**config.mk**
```make
export PLATFORM = sky130hd
export DESIGN_NAME = mux_4way_16
export DESIGN_NICKNAME = d
export VERILOG_FILES = /design/src/rtl/mux_pkg.sv /design/src/rtl/mux_4way_core.sv /design/src/rtl/mux_4way_16.sv
export SDC_FILE = /design/constraint.sdc
export NUM_CORES = 1
export LEC_CHECK = 0
export ABC_AREA = 0
export CORE_MARGIN = 2
export CORE_UTILIZATION = 30
export DETAILED_ROUTE_END_ITERATION = 10
export PLACE_DENSITY = 0.72
export RECOVER_POWER = 50
export SLEW_MARGIN = 40
export SYNTH_ARGS = -nofsm -noshare
export SYNTH_HDL_FRONTEND = slang
export SYNTH_SLANG_ARGS = --single-unit
```
**constraint.sdc**
```tcl
create_clock -name CLK -period 1.7 [get_ports CLK]
set_input_delay 0.34 -clock CLK [delete_from_list [all_inputs] [get_ports CLK]]
set_output_delay 0.34 -clock CLK [all_outputs]
set_load 0.02 [all_outputs]
```
**src/rtl/mux_pkg.sv**
```systemverilog
// Shared select encodings and default data width for the 4-way mux block.
package mux_pkg;

    localparam int DEFAULT_WIDTH = 16;

    localparam logic [1:0] SEL_A = 2'b00;
    localparam logic [1:0] SEL_B = 2'b01;
    localparam logic [1:0] SEL_C = 2'b10;
    localparam logic [1:0] SEL_D = 2'b11;

endpackage

```
**src/rtl/mux_4way_core.sv**
```systemverilog
// Purely combinational 4:1 word selector; an unknown select drives zeros.
module mux_4way_core
    import mux_pkg::*;
#(
    parameter int WIDTH = DEFAULT_WIDTH
) (
    input  logic [WIDTH-1:0] a,
    input  logic [WIDTH-1:0] b,
    input  logic [WIDTH-1:0] c,
    input  logic [WIDTH-1:0] d,
    input  logic [1:0]       sel,
    output logic [WIDTH-1:0] y
);

    always_comb begin
        y = '0;
        case (sel)
            SEL_A:   y = a;
            SEL_B:   y = b;
            SEL_C:   y = c;
            SEL_D:   y = d;
            // X/Z select in simulation falls through to zeros
            default: y = '0;
        endcase
    end

endmodule

```
**src/rtl/mux_4way_16.sv**
```systemverilog
// 4-way mux with a combinational output and an enable-gated registered output plus valid.
module mux_4way_16
    import mux_pkg::*;
#(
    parameter int WIDTH = DEFAULT_WIDTH
) (
    input  logic             CLK,
    input  logic             RST,
    input  logic [WIDTH-1:0] A,
    input  logic [WIDTH-1:0] B,
    input  logic [WIDTH-1:0] C,
    input  logic [WIDTH-1:0] D,
    input  logic [1:0]       SEL,
    input  logic             EN,
    input  logic             VALID_IN,
    output logic [WIDTH-1:0] OUT_COMB,
    output logic [WIDTH-1:0] OUT,
    output logic             VALID_OUT
);

    logic [WIDTH-1:0] sel_data;
    logic [WIDTH-1:0] out_p1_d;
    logic [WIDTH-1:0] out_p1_q;
    logic             vld_p1_d;
    logic             vld_p1_q;

    mux_4way_core #(
        .WIDTH (WIDTH)
    ) u_core (
        .a   (A),
        .b   (B),
        .c   (C),
        .d   (D),
        .sel (SEL),
        .y   (sel_data)
    );

    assign OUT_COMB = sel_data;

    always_comb begin
        out_p1_d = out_p1_q;
        vld_p1_d = vld_p1_q;
        if (EN) begin
            out_p1_d = sel_data;
            vld_p1_d = VALID_IN;
        end
    end

    // stage p1: output register, cleared immediately by RST
    always_ff @(posedge CLK or posedge RST) begin
        if (RST) begin
            out_p1_q <= '0;
            vld_p1_q <= 1'b0;
        end else begin
            out_p1_q <= out_p1_d;
            vld_p1_q <= vld_p1_d;
        end
    end

    assign OUT       = out_p1_q;
    assign VALID_OUT = vld_p1_q;

endmodule

```
## Word level (Yosys, flattened, before mapping)

Cells that the tools add are included.

| cells by class | value |
|---|---|
| eq/ne operators | 3 |
| multiplexer cells | 1 |
| reductions and logical operators | 1 |

Operators with widths:

| kind | count |
|---|---|
| case mux 16 bit (4 select lines) | 1 |
| equality test 2 bit (second input constant) | 2 |
| equality test 2 x 1 -> 1 bit (second input constant) | 1 |
| logical NOT 2 bit | 1 |

| word-level totals | value |
|---|---|
| bits in registers | 17 |
| input port bits | 70 |
| output and inout port bits | 33 |
| word-level logic and storage cells | 7 |

## Logic depth before layout (Yosys ltp)

Gate-level depths: netlist of the first run.

| logic depth | value |
|---|---|
| word-level depth | 2 |
| gate-level depth with buffers | 5 |
| mapped depth without buffers | 2 |

## Cells and area by module

From an unflattened synthesis of the first run, not the netlist that was laid out.

| unflattened totals | value |
|---|---|
| cells, all modules | 57 |
| area, all modules | 1113.6 um2 |

Modules (own cells, without submodules):

| module | times used | cells an instance | area an instance (um2) | sequential area each (um2) |
|---|---|---|---|---|
| mux_4way_16 | 1 | 37 | 689.4 | 425.4 |
| mux_4way_core | 1 | 20 | 424.2 | 0.0 |

## Worst setup path after synthesis of the first run

Ideal clock, no wire load.

| timing path | value |
|---|---|
| path type | input to output |
| start | input SEL[0] |
| end | output OUT_COMB[10] |
| arrival time | 1179 ps |
| data required time | 1360 ps |
| path slack | 181 ps |
| stages on the path | 3 |
| path buffers | 2 |
| path through | buf_6 buf_2 mux2i_1 |

| on the way | value |
|---|---|
| word-level cells in the longest chain between the ends | 2 |
| elaborated cells between the ends (all ways) | 5 |
| classes of those cells | 3 x eq/ne; 1 x mux; 1 x reduce/logical |

Ends and longest elaborated chain:

| item | line | text |
|---|---|---|
| start: declaration | mux_4way_16.sv:13 | `input logic [1:0] SEL,` |
| equality test 2 bit (tied with other cells) | mux_4way_core.sv:17 | `case (sel)` |
| case mux 16 bit (4 select lines) (*) | mux_4way_core.sv:17 |  |
| end: declaration | mux_4way_16.sv:16 | `output logic [WIDTH-1:0] OUT_COMB,` |

Mark *: on every way between the ends. The rest lies on a longest branch, timed or not.

## Worst setup path after layout of the first run

| timing path | value |
|---|---|
| start | input SEL[0] |
| end | output OUT_COMB[2] |

Same word-level chain as after synthesis.

==> run metrics, run 1 <==
Max VDD drop between 0.3 and 0.4 mV; Sw Ratio 31.6%; Cells after DPL about 300; total of max-cap violations 0; number of global-route vias before repair around 1500; logic gate share of total power about half; Net count, final approximately 330; CTS tree done; area grow syn2layout 94.8%; Gate Count Post-Synth approximately 110; core footprint around 4600 sq um; drt first pass iters 4; grt ovf 0; Routed Antenna Nets 0; hold path start VALID_OUT; CP Launch Type input pin; Hold Fails Final Rpt 0; Finished Layout Cells 310; initial antenna violation count 0; post-layout power between 1.5 and 2 mW; largest net degree at the start of global routing 18; met1 Use GR a little under a quarter; vias per inst approximately 4.7; Die Y roughly 73 microns; status finished, final reports clean; Net Switching ~0.50 mW; clock-pin slew on the worst setup and hold paths ~0.060 ns; DRT iter0 DRCs 26; # diodes 0; Site Rows 25; dpl cell area about 2800 sq um; Crit. Startpoint SEL[0]; Initial Util a little under a third; Final setup viols 0; io pins 103; skew final 0 ns; Max Freq 608 MHz; Static Leak around 1.2 nW; Final Util approximately 60%; YS warnings 0; H-tree Lvls 1; Vias 1448; Synth area leaders dfrtp_1, mux2i_1, o221ai_2; clock root buffer clkbuf_8; relative slew slack 37.4%; Int Pwr around 1.1 mW; first-pass GRT wire length 7360 microns; number of synthesized register bits 17; TritonCTS Buffers 3; commonest non-fill, non-tap cell in the layout clkdlybuf4s50_1; clock sink total 17; post-synth top area share 30.0%; Worst Path Arrival approximately 1.3 ns; sequential power share around 30%; critical path type in -> out; clock latency on the worst-skew pair ~0.25 ns; Global Route Usage Sum between 15 and 20%; Die ar. approximately 5300 sq um; Hold WS approximately 0.49 ns; syn_nets 182; Buffers on Ports 102; Slew @ Worst Pin around 0.94 ns; Synth cell types 14; RSZ-0062 raised after global routing false; Post-Route WL approximately 4700 microns; share of cells above drive strength 1 between 30% and 40%; met3 Track Usage GR 4.70%; min Tclk post-route about 1.6 ns; Die X roughly 73 microns; Yosys top cell by area dfrtp_1; R2R Path Start VALID_OUT; DR DRC count 0; dpl hpwl ~3600 microns; WL per Instance around 15 microns; Routability Congestion ~0.69; Clk network pwr share between 10% and 20%; clk buf depth 2; P per Cell Area roughly 580 nW/um^2; post-synthesis cell area between 1000 and 1500 sq um; CP max FO 9; Post-CTS Hold Buffers 0; worst path required time 1.36 ns; average size of a mapped cell ~13 sq um; max-slew violations 0; HP Class reg -> reg; post-synthesis sequential area ratio 30.0%; met2 Use GR between 30% and 40%; Top Usage Layer GRT met2; period utilization 96.7%; most frequent cells in the layout clkdlybuf4s50_1, buf_4, mux2i_1; Critical Path Sink Type primary output; Design Area, Final between 2000 and 3000 sq um
-- critical path, stage by stage --
cell and delay (ns):
dlygate4sd2_1 0.28, bufbuf_16 0.32, mux2i_1 0.18, buf_2 0.18
-- final timing paths --
kind	cells after the start	end	slack, ns
min in group asynchronous	3	OUT[13]	0.80
min reg2reg	1	VALID_OUT	0.49
max	4	OUT_COMB[2]	0.06
max in group asynchronous	3	OUT[9]	0.32
max reg2reg	1	VALID_OUT	0.94
min	1	VALID_OUT	0.49
-- cell type report --
type | instances | area [sq um]
fill | 402 | 1860
timing repair buffer | 151 | 1380
multi-input combinational | 83 | 847
sequential | 17 | 425
tap | 54 | 67.6
clock buffer | 3 | 41.3
clock inverter | 1 | 5.00
inverter | 1 | 3.75
-- power groups by stage --
stage / Combinational, mW / Clock [mW] / Sequential [mW]
final: 0.805 / 0.302 / 0.485
after global routing: 0.859 / 0.327 / 0.490
after CTS: 0.835 / 0.315 / 0.485
after detailed placement: 0.835 / 0 / 0.491
after global placement: 0.829 / 0 / 0.488
after floorplan: 0.304 / 0 / 0.551
-- cells in the mapped netlist --
cell and number:
mux2i_2 9, mux2_1 1, buf_4 1, buf_2 2, nand2b_1 16, nand2b_4 1
mux2i_1 39, nand2_2 1, inv_1 1, o221ai_1 6, buf_12 4, dfrtp_1 17
o221ai_2 10, buf_6 4
-- flip-flops by register name (all words and copies together), names as in the netlist --
signal     flops
VALID_OUT      1
OUT           16
-- cells by family (layout without fill, tap and decap cells) --
kind of cell           Yosys count  count (layout)  synth area share, %
buffers and inverters           12             156                 10.3
flip-flops                      17              17                 30.0
AND/OR/NAND/NOR                 18              18                 8.46
multiplexers                    49              49                 37.0
AO/OA/AOI/OAI                   16              16                 14.3
-- routing by layer --
metal / routed length (microns) / up-vias / part of all wire, %
met5: 0 / - / 0
met4: 0 / 0 / 0
met3: 319 / 0 / 6.8
met2: 2240 / 54 / 48
met1: 2120 / 682 / 45
li1: - / 712 / -
-- what timing repair did --
action                     in CTS  in global routing
buffers inserted                3                  0
gates resized for setup        68                 10
gates cloned                    1                  0
setup endpoints to repair      16                  7
-- per-stage QoR --
| step | worst slack (ns) | setup TNS, ns |
|---|---|---|
| after floorplan | 0.181 | 0 |
| after global placement | -0.515 | -7.95 |
| after detailed placement | -0.541 | -8.26 |
| after CTS | -0.000303 | -0.000303 |
| after global routing | 0.000527 | 0 |
| final | 0.0560 | 0 |
Power figures use the tool's default switching activity.
==> run 2: changes to the inputs <==
--- a/config.mk
+++ b/config.mk
@@ -11,6 +11,7 @@
 export DETAILED_ROUTE_END_ITERATION = 10
 export PLACE_DENSITY = 0.72
 export RECOVER_POWER = 50
+export SKIP_CTS_REPAIR_TIMING = 1
 export SLEW_MARGIN = 40
 export SYNTH_ARGS = -nofsm -noshare
 export SYNTH_HDL_FRONTEND = slang
==> run metrics, run 2 (synthesized netlist as in run 1, its figures left out) <==
Slew @ Worst Pin 0.913 ns (-0.0268 ns); max-slew violations 0 (unchanged); initial antenna violation count 0 (unchanged); Static Leak 1.24 nW (+0.79%); WL per Instance 15.0 microns (-0.54%); largest net degree at the start of global routing 19 (+1); first-pass GRT wire length 7130 microns (-3.1%); clk buf depth 2 (unchanged); CTS tree done; Final Util 59.1% (-0.62 points); flop2flop setup slack 0.94 ns (about the same); relative slew slack 39.1% (+1.8 points); DP Worst Slack -0.541 ns (unchanged); area grow syn2layout 92.8%; Max VDD drop 0.355 mV (+1.8%); DR DRC count 0 (unchanged); DR WL met3 319 microns (unchanged); Design Area, Final 2740 sq um (-1.0%); Net count, final 324 (-0.92%); clock latency on the worst-skew pair 0.25 ns (about the same); Routability Congestion 0.685 (unchanged); Die Y 72.8 microns (unchanged); status finished, final reports clean; Site Rows 25 (unchanged); core footprint 4630 sq um (unchanged); number of global-route vias before repair 1489 (-1.5%); most frequent cells in the layout clkdlybuf4s50_1, buf_4, mux2i_1; Die X 72.8 microns (unchanged); post-route worst setup slack 0.0560 ns (-0.0000253 ns); Buffers on Ports 102 (unchanged); grt ovf 0 (unchanged); Routed Antenna Nets 0 (unchanged); post-layout power 1.58 mW (-0.66%); total of max-cap violations 0 (unchanged); Hold WS 0.491 ns (-0.00326 ns); HP Class reg -> reg; commonest non-fill, non-tap cell in the layout clkdlybuf4s50_1; Final setup viols 0 (unchanged); max reg flops 16 (unchanged); clock sink total 17 (unchanged); dpl hpwl 3630 microns (unchanged); Initial Util 30.7% (unchanged); Post-Route WL 4600 microns (-1.5%); Cells after DPL 303 (unchanged); logic gate share of total power 50.1% (-0.5 points); Die ar. 5300 sq um (unchanged); io pins 103 (unchanged); TritonCTS Buffers 3 (unchanged); CP Launch Type input pin; Hold Fails Final Rpt 0 (unchanged); share of cells above drive strength 1 32.4% (-2.7 points); worst path required time 1.36 ns (about the same); P per Cell Area 578 nW/um^2 (+0.39%); Max Freq 608 MHz (about the same); CP max FO 2 (-7); clock root buffer clkbuf_8; Critical Path Sink Type primary output; clock-pin slew on the worst setup and hold paths 0.06 ns (about the same); vias per inst 4.64 (-0.56%); sequential power share 30.6% (about the same); Worst Path Arrival 1.30 ns (about the same); Clk network pwr share 19.3% (+0.3 points); detailed route wirelength on metal2 2200 microns (-1.6%); min Tclk post-route 1.64 ns (+0.0000253 ns); # diodes 0 (unchanged); Global Route Usage Sum 17.1% (-0.79 points); Sw Ratio 31.9% (+0.28 points); period utilization 96.7% (about the same); DRT iter0 DRCs 37 (+42%); H-tree Lvls 1 (unchanged); drt first pass iters 4 (unchanged); critical path type in -> out; Top Metal Used met3; routed length on met1 2080 microns (-1.6%); Vias 1426 (-1.5%); Finished Layout Cells 307 (-0.97%); Int Pwr 1.08 mW (-1.1%); skew final 0 ns (unchanged); Net Switching 0.504 mW (+0.22%); dpl cell area 2760 sq um (unchanged); setup tns final 0 ns (unchanged)
-- run 2: path summary, 6_finish.rpt --
check / startpoint / end / depth (start not counted)
worst min-delay path: VALID_OUT / VALID_OUT / 1
worst max register to register: VALID_OUT / VALID_OUT / 1
worst max-delay path: D[8] / OUT_COMB[8] / 4
worst min register to register: VALID_OUT / VALID_OUT / 1
max in group asynchronous: RST / OUT[9] / 3
min in group asynchronous: RST / OUT[13] / 3
-- run 2: per-layer routing --
| layer | track usage [%] | vias up |
|---|---|---|
| met4 | 1.23 | 0 |
| met1 | 21.8 | 664 |
| met3 | 4.56 | 0 |
| met5 | 0 | - |
| met2 | 30.4 | 54 |
| li1 | - | 708 |
-- run 2: cell type report --
| class | instances | area (sq um) |
|---|---|---|
| multi-input combinational | 83 | 840 |
| tap | 54 | 67.6 |
| clock inverter | 1 | 5.00 |
| timing repair buffer | 148 | 1360 |
| clock buffer | 3 | 41.3 |
| sequential | 17 | 425 |
| fill | 406 | 1890 |
| inverter | 1 | 3.75 |
-- run 2: critical path, stage by stage --
cell	delay (ns)
clkdlybuf4s50_1	0.40
mux2i_1	0.26
mux2i_1	0.13
buf_4	0.17
-- run 2: power by group through the flow --
stage	logic, mW	registers, mW	clock network (mW)
global placement	0.829	0.488	0
finish	0.792	0.485	0.305
detailed placement	0.835	0.491	0
global route	0.847	0.491	0.327
floorplan	0.304	0.551	0
CTS	0.838	0.485	0.315
